### config.mk
export PLATFORM = sky130hd
export DESIGN_NAME = edge_scan_ctrl
export DESIGN_NICKNAME = d
export VERILOG_FILES = /design/src/rtl/edge_scan_ctrl.sv
export SDC_FILE = /design/constraint.sdc
export NUM_CORES = 1
export LEC_CHECK = 0
export BUFFER_PORTS_ARGS = -buffer_cell sky130_fd_sc_hd__buf_2
export CORE_UTILIZATION = 39
export CTS_CLUSTER_DIAMETER = 200
export DETAILED_ROUTE_END_ITERATION = 16
export HOLD_SLACK_MARGIN = 0.06
export PLACE_DENSITY = 0.7
export SETUP_SLACK_MARGIN = 0.5
export SYNTH_ARGS = -nofsm -noshare
export SYNTH_HDL_FRONTEND = slang
export SYNTH_SLANG_ARGS = --single-unit
### constraint.sdc
create_clock -name clk -period 3.4 [get_ports clk]
set_input_delay 0.85 -clock clk [delete_from_list [all_inputs] [get_ports clk]]
set_output_delay 0.85 -clock clk [all_outputs]
set_load 0.05 [all_outputs]
### src/rtl/edge_scan_ctrl.sv
// Raster-scan controller: walks an IMG_W x IMG_H image, fetches 3x3 windows for
// interior pixels and reports the result of an external edge detector for each pixel.
// Optional build macro EDGE_COUNT_EN adds a saturating counter of reported edges.
//
// state | meaning
// IDLE  | waiting for start
// FETCH | border pixel: skip to WRITE; interior pixel: win_req until win_ack
// EVAL  | grid_q presented to the detector
// CAPT  | detector result sampled into res_q
// WRITE | result offered on out_*, waiting for out_ready
// DONE  | one-cycle done pulse after the last pixel
module edge_scan_ctrl #(
  parameter int IMG_W = 160,
  parameter int IMG_H = 120
) (
  input  logic        clk,
  input  logic        rst,
  input  logic        start,
  input  logic        abort,
  input  logic [7:0]  threshold_in,
  output logic        win_req,
  output logic [9:0]  win_x,
  output logic [9:0]  win_y,
  input  logic        win_ack,
  input  logic [71:0] win_grid,
  output logic [71:0] det_grid,
  output logic [7:0]  det_thresh,
  input  logic        det_edge,
  output logic        out_valid,
  input  logic        out_ready,
  output logic        out_edge,
  output logic [9:0]  out_x,
  output logic [9:0]  out_y,
  output logic        busy,
  output logic        done,
  output logic [15:0] edge_count
);

  localparam logic [9:0] X_LAST = 10'(IMG_W - 1);
  localparam logic [9:0] Y_LAST = 10'(IMG_H - 1);

  typedef enum logic [2:0] {
    IDLE  = 3'd0,
    FETCH = 3'd1,
    EVAL  = 3'd2,
    CAPT  = 3'd3,
    WRITE = 3'd4,
    DONE  = 3'd5
  } state_e;

  state_e      state_q, state_d;
  logic [9:0]  x_q, x_d;
  logic [9:0]  y_q, y_d;
  logic [7:0]  thr_q, thr_d;
  logic [71:0] grid_q, grid_d;
  logic        res_q, res_d;
  logic        win_req_q, win_req_d;
  logic        out_valid_q, out_valid_d;
  logic        done_q, done_d;
  logic        busy_q, busy_d;

  logic [9:0]  x_next;
  logic [9:0]  y_next;
  logic        last_px;

  function automatic logic is_border(input logic [9:0] px, input logic [9:0] py);
    return (px == 10'd0) || (px == X_LAST) || (py == 10'd0) || (py == Y_LAST);
  endfunction

  always_comb begin
    x_next  = (x_q == X_LAST) ? 10'd0 : x_q + 10'd1;
    y_next  = (x_q == X_LAST) ? y_q + 10'd1 : y_q;
    last_px = (x_q == X_LAST) && (y_q == Y_LAST);
  end

  always_comb begin
    state_d     = state_q;
    x_d         = x_q;
    y_d         = y_q;
    thr_d       = thr_q;
    grid_d      = grid_q;
    res_d       = res_q;
    win_req_d   = win_req_q;
    out_valid_d = out_valid_q;
    done_d      = 1'b0;

    case (state_q)
      IDLE: begin
        if (start) begin
          thr_d     = threshold_in;
          x_d       = 10'd0;
          y_d       = 10'd0;
          state_d   = FETCH;
          win_req_d = 1'b0;  // (0,0) is always a border pixel
        end
      end
      FETCH: begin
        if (is_border(x_q, y_q)) begin
          res_d       = 1'b0;
          out_valid_d = 1'b1;
          win_req_d   = 1'b0;
          state_d     = WRITE;
        end else if (win_ack) begin
          grid_d    = win_grid;
          win_req_d = 1'b0;
          state_d   = EVAL;
        end
      end
      EVAL: begin
        state_d = CAPT;
      end
      CAPT: begin
        res_d       = det_edge;
        out_valid_d = 1'b1;
        state_d     = WRITE;
      end
      WRITE: begin
        if (out_ready) begin
          out_valid_d = 1'b0;
          if (last_px) begin
            done_d  = 1'b1;
            state_d = DONE;
          end else begin
            x_d       = x_next;
            y_d       = y_next;
            win_req_d = !is_border(x_next, y_next);
            state_d   = FETCH;
          end
        end
      end
      DONE: begin
        state_d = IDLE;
      end
      default: begin
        state_d     = IDLE;
        win_req_d   = 1'b0;
        out_valid_d = 1'b0;
      end
    endcase

    if (abort && (state_q != IDLE)) begin
      state_d     = IDLE;
      win_req_d   = 1'b0;
      out_valid_d = 1'b0;
      done_d      = 1'b0;
    end

    busy_d = (state_d != IDLE);
  end

  always_ff @(posedge clk or posedge rst) begin
    if (rst) begin
      state_q     <= IDLE;
      x_q         <= 10'd0;
      y_q         <= 10'd0;
      thr_q       <= 8'd0;
      grid_q      <= 72'd0;
      res_q       <= 1'b0;
      win_req_q   <= 1'b0;
      out_valid_q <= 1'b0;
      done_q      <= 1'b0;
      busy_q      <= 1'b0;
    end else begin
      state_q     <= state_d;
      x_q         <= x_d;
      y_q         <= y_d;
      thr_q       <= thr_d;
      grid_q      <= grid_d;
      res_q       <= res_d;
      win_req_q   <= win_req_d;
      out_valid_q <= out_valid_d;
      done_q      <= done_d;
      busy_q      <= busy_d;
    end
  end

`ifdef EDGE_COUNT_EN
  logic [15:0] edge_count_q, edge_count_d;

  // abort beats a same-cycle handshake, so an aborted result is never counted
  always_comb begin
    edge_count_d = edge_count_q;
    if ((state_q == IDLE) && start) begin
      edge_count_d = 16'd0;
    end else if ((state_q == WRITE) && out_ready && !abort && res_q &&
                 (edge_count_q != 16'hFFFF)) begin
      edge_count_d = edge_count_q + 16'd1;
    end
  end

  always_ff @(posedge clk or posedge rst) begin
    if (rst) begin
      edge_count_q <= 16'd0;
    end else begin
      edge_count_q <= edge_count_d;
    end
  end

  assign edge_count = edge_count_q;
`else
  assign edge_count = 16'd0;
`endif

  assign win_req    = win_req_q;
  assign win_x      = x_q;
  assign win_y      = y_q;
  assign det_grid   = grid_q;
  assign det_thresh = thr_q;
  assign out_valid  = out_valid_q;
  assign out_edge   = res_q;
  assign out_x      = x_q;
  assign out_y      = y_q;
  assign busy       = busy_q;
  assign done       = done_q;

endmodule

[After elaboration in Yosys (flattened, before gate mapping)]
Index checks and enable logic that the tools add are counted.
Cells by class
  add/subtract/negate cells: 2
  equal/unequal tests: 20
  mux-type cells: 33
  bitwise logic cells: 1
  reduce and logical (&&, ||, !) cells: 26
Operators by type and width (count)
  $mux W10: 7
  $logic_not A10 Y1: 4
  $pmux W10 S2: 2
  $add A10 B1 Y10 const B: 2
  $eq A10 B7 Y1 const B: 2
  $eq A10 B8 Y1 const B: 2
  $mux W3: 6
  $pmux W3 S5: 1
  $mux W1: 14
  $ne A3 B3 Y1 const B: 4
  $ne A2 B2 Y1 const B: 4
  $pmux W1 S4: 2
  $eq A3 B2 Y1 const B: 2
  $eq A3 B3 Y1 const B: 2
  $logic_or A1 B1 Y1: 6
  $reduce_and A3 Y1: 2
  $reduce_bool A3 Y1: 2
  $reduce_or A3 Y1: 2
  $reduce_and A5 Y1: 1
  $ne A2 B1 Y1 const B: 2
  $ne A4 B4 Y1 const B: 1
  $reduce_and A2 Y1: 2
  $reduce_and A4 Y1: 1
  $reduce_bool A2 Y1: 2
  other kinds (6): 7
Storage, ports and cells
  flip-flop bits (word level): 108

[Depth between registers and ports, before layout]
  depth after elaboration: 11
  gate-level depth with buffers: 10
  gate-level depth less buffers: 7

[Worst setup path after synthesis]
OpenSTA, ideal clock, no wires.
  kind: reg2reg
  start point: register x_q[0], in the netlist out_x[0]
  end point: register grid_q[40], in the netlist det_grid[40]
  data arrival time: 2.688 ns
  slack: 0.584 ns
  stages on the path, launching flop included: 10
  buffers on the path: 3
  period minus slack after synthesis: 2.816 ns
  cells stage by stage: dfrtp_1 > ha_1 > clkbuf_1 > and4_1 > clkbuf_1 > a22o_1 > a221oi_2 > nand3_2 > buf_2 > mux2_1
On the way
  longest elaborated chain between the ends: 6
  elaborated cells on any way between the ends: 7
  those cells by class: eq/ne: 1; bitwise: 1; reduce/logical: 5
RTL lines
  from (decl): RTL line 52  | logic [9:0] x_q, x_d;
  from (signal assigned): RTL line 154  | x_q <= 10'd0;
  from (signal assigned): RTL line 165  | x_q <= x_d;
  $eq A10 B8 Y1 / $logic_not A10 Y1 (equally long branches): RTL line 67  | return (px == 10'd0) || (px == X_LAST) || (py == 10'd0) || (py == Y_LAST);
  $logic_or A1 B1 Y1 * (3 in a row): RTL line 67
  $not A1 Y1 (no line) *
  $reduce_and A3 Y1 (no line) *
  to (signal assigned): RTL line 168  | grid_q <= grid_d;
  to (decl): RTL line 55  | logic [71:0] grid_q, grid_d;
Mark *: on every way between the ends. The rest lies on a longest branch, timed or not.
A chain may end at the register's enable or synchronous reset.

[Final worst setup path]
  start point: register x_q[0], in the netlist out_x[0]
  end point: register grid_q[19], in the netlist det_grid[19]
The elaborated chain is that of the path after synthesis.

==> flow_summary.ini <==
[cts]
insertion_delay_ns = 0.36
hold_buffers = 0
cts.reportedPaths.clkPinSlew_ns = 0.07
clk_path_buf_depth = 2
clock-sinks = 108
cts_buffers = 9
clockRootBuffer = clkbuf_16
cts_tree = yes
htreeDepth = 3

[cells_and_area]
area_growth_pct = 26.6
regArea_sq_mm = 0.00270
drive_above_1_share_pct = 51.0
n_fill_cell = 1156
final_common_cell = buf_2
finalNetCount = 722
mostFrequentLayoutCells = buf_2 (211), dfrtp_1 (108), mux2_2 (80), o21ai_0 (31), nand2_1 (25)
multi_input_area_sq_mm = 0.00218
n_antenna_cell = 0

[setup_path]
r2r_cells = 6
reg2reg_from = out_x[0]
start_kind = register
arrival_ns = 2.95
end_kind = register
r2r_slack_ns = 0.69
setup.worst_path.start = out_x[0]
crit_fanout = 17
cp-endpoint = det_grid[19]
criticalPathCategory = reg -> reg
rr_endpoint = det_grid[19]
required_ns = 3.64

[hold_path]
hold_path.class = reg -> reg
hold_path_startpoint = det_grid[40]

[yosys]
ys_warn_count = 0
synth_cells = 449
ys_seq_area_share_pct = 51.9
synth-async-reset-ratio_pct = 100
syn-cell-area_sq_mm = 0.00521
ys_ff_latch = 108
synth_edf_count = 0
synth_ff_type = dfrtp_1
syn_area_per_cell_sq_um = 11.6
synth_cell_type_count = 51

[die]
row_count = 41
die_h_um = 118
die_width_um = 118
pin_count = 228
die_area_sq_mm = 0.0138
initial_core_util_pct = 40.6
core_sq_mm = 0.0128

[placement]
io_buffers = 211
dp_hpwl_mm = 9.65
gp_congestion = 0.890

[routing]
wl_mm = 13.3
drc = 0
num_vias = 4162
drtAntennaViolNets = 0
wl_per_cell_um = 16.5
via_per_inst = 5.16
dr.pass1.iters = 4
drtIter0Drc = 262

[grt]
track_usage_pct = 19.3
antenna_found_initial = 0
grt_pass1_vias = 4216
grt_first_pass_wirelength_mm = 21.1
overflow = 0
grt_start_max_net_pins = 49

[timing]
skew_ns = 0.00731
max_freq_mhz = 369
timing.slew.headroom_pct = 45.8
worst_pin_slew_ns = 0.811
fin_crit_sh_pct = 79.8
drv_slew = 0
setup_viol = 0
hold_ws_ns = 0.496
fin_tns_setup_ns = 0
hold_viol = 0
grt_setup_unrepaired = false
period_needed_ns = 2.71

[power_and_ir_drop]
powerDensity_mw_per_mm2 = 535
peakVddDrop_mv = 0.349
power_leakage_nw = 3.58

[status]
status = finished clean

[run]
cap_violations = 0
==> cell families (layout without fill, tap and decap cells) <==
logic type	after synthesis	in the layout	share of synthesized area [%]
DFF	108	108	51.9
and+or+nand+nor	95	96	9.76
muxes	83	83	17.9
buffers and inverters	76	246	8.53
AOI/OAI and AO/OA	72	72	9.11
xor gates and xnor gates	9	9	1.51
adders and majority gates	5	5	1.20
other	1	16	0.0720
==> repair_timing <==
| action | 4_1_cts | 5_1_grt |
|---|---|---|
| pin swaps | 1 | 0 |
| cloned | 1 | 0 |
| setup buffers | 1 | 1 |
| setup endpoints to repair | 39 | 36 |
| endpoints found under the hold margin | 0 | 0 |
| resized for setup | 0 | 6 |
==> worst max-delay path, cell delays in order (launching register included) <==
cell and delay [ns]:
dfrtp_1 0.45, ha_1 0.32, and4_1 0.33, a22o_1 0.29, a221oi_4 0.48, nand3_4 0.35
mux2_2 0.37
==> state kept, by name, summed over array words and instances (netlist names) <==
register    flops
busy            1
det_grid       72
win_req         1
out_edge        1
done            1
det_thresh      8
out_x          10
out_y          10
state_q         3
out_valid       1
==> cell type report <==
type	count	share of cell area [%]
sequential	108	41.0
multi-input combinational	281	33.0
timing repair buffer	216	17.2
clock buffer	9	3.42
tap	172	3.27
clock inverter	7	1.25
inverter	14	0.855
==> worst min path at each step <==
| stage | to | slack, ns | cells after the start |
|---|---|---|---|
| 2_1_floorplan | state_q[1] | 0.60 | 3 |
| 3_3_place_gp | det_grid[40] | 0.48 | 1 |
| 3_5_place_dp | det_grid[40] | 0.48 | 1 |
| 4_1_cts | det_grid[40] | 0.50 | 1 |
| 5_1_grt | det_thresh[1] | 0.53 | 1 |
| 6_report | det_grid[40] | 0.50 | 1 |
==> Yosys cell counts, types with 4 or more instances <==
library cell    n  area share [%]
dfrtp_1       108              52
mux2_2         80              17
buf_4          36             5.2
o21ai_0        31             3.0
nand2_1        25             1.8
clkbuf_1       17             1.2
inv_1          14             1.0
nor2_1         14             1.0
nand3_1        12             1.2
nor3_1         12             1.2
nand4_1         8            0.96
o31ai_1         8             1.2
buf_2           7            0.67
nor4_1          7            0.84
xnor2_1         6             1.0
a21oi_1         5            0.48
ha_1            5             1.2
a31oi_1         4            0.48
o41ai_1         4            0.67
==> metal layers <==
layer	GRT usage (%)	up-vias	wire length, um	share of wire (%)
li1	-	1922	-	-
met1	21.5	2028	5170	39
met2	34.7	197	6920	52
met3	6.35	15	1070	8.0
met4	6.09	0	144	1.1
met5	0	-	0	0
==> power breakdown <==
group          internal (mW)  switching (mW)
Combinational          0.253           0.725
Clock                  0.585           0.502
Sequential              1.39          0.0677
Total                   2.23            1.29
==> metrics by stage <==
step                utilization [%]  cell area [sq um]  total power, mW  setup slack (ns)  cells
floorplan                         -               5270             2.22             0.584    464
global placement               48.4               6200             2.44             0.442    788
detailed placement             48.4               6200             2.46             0.314    788
CTS                            51.0               6540             3.55             0.306    806
global route                   51.4               6590             3.68             0.526    807
finish                         51.4               6590             3.52             0.688    807
(Power assumes the default switching activity.)
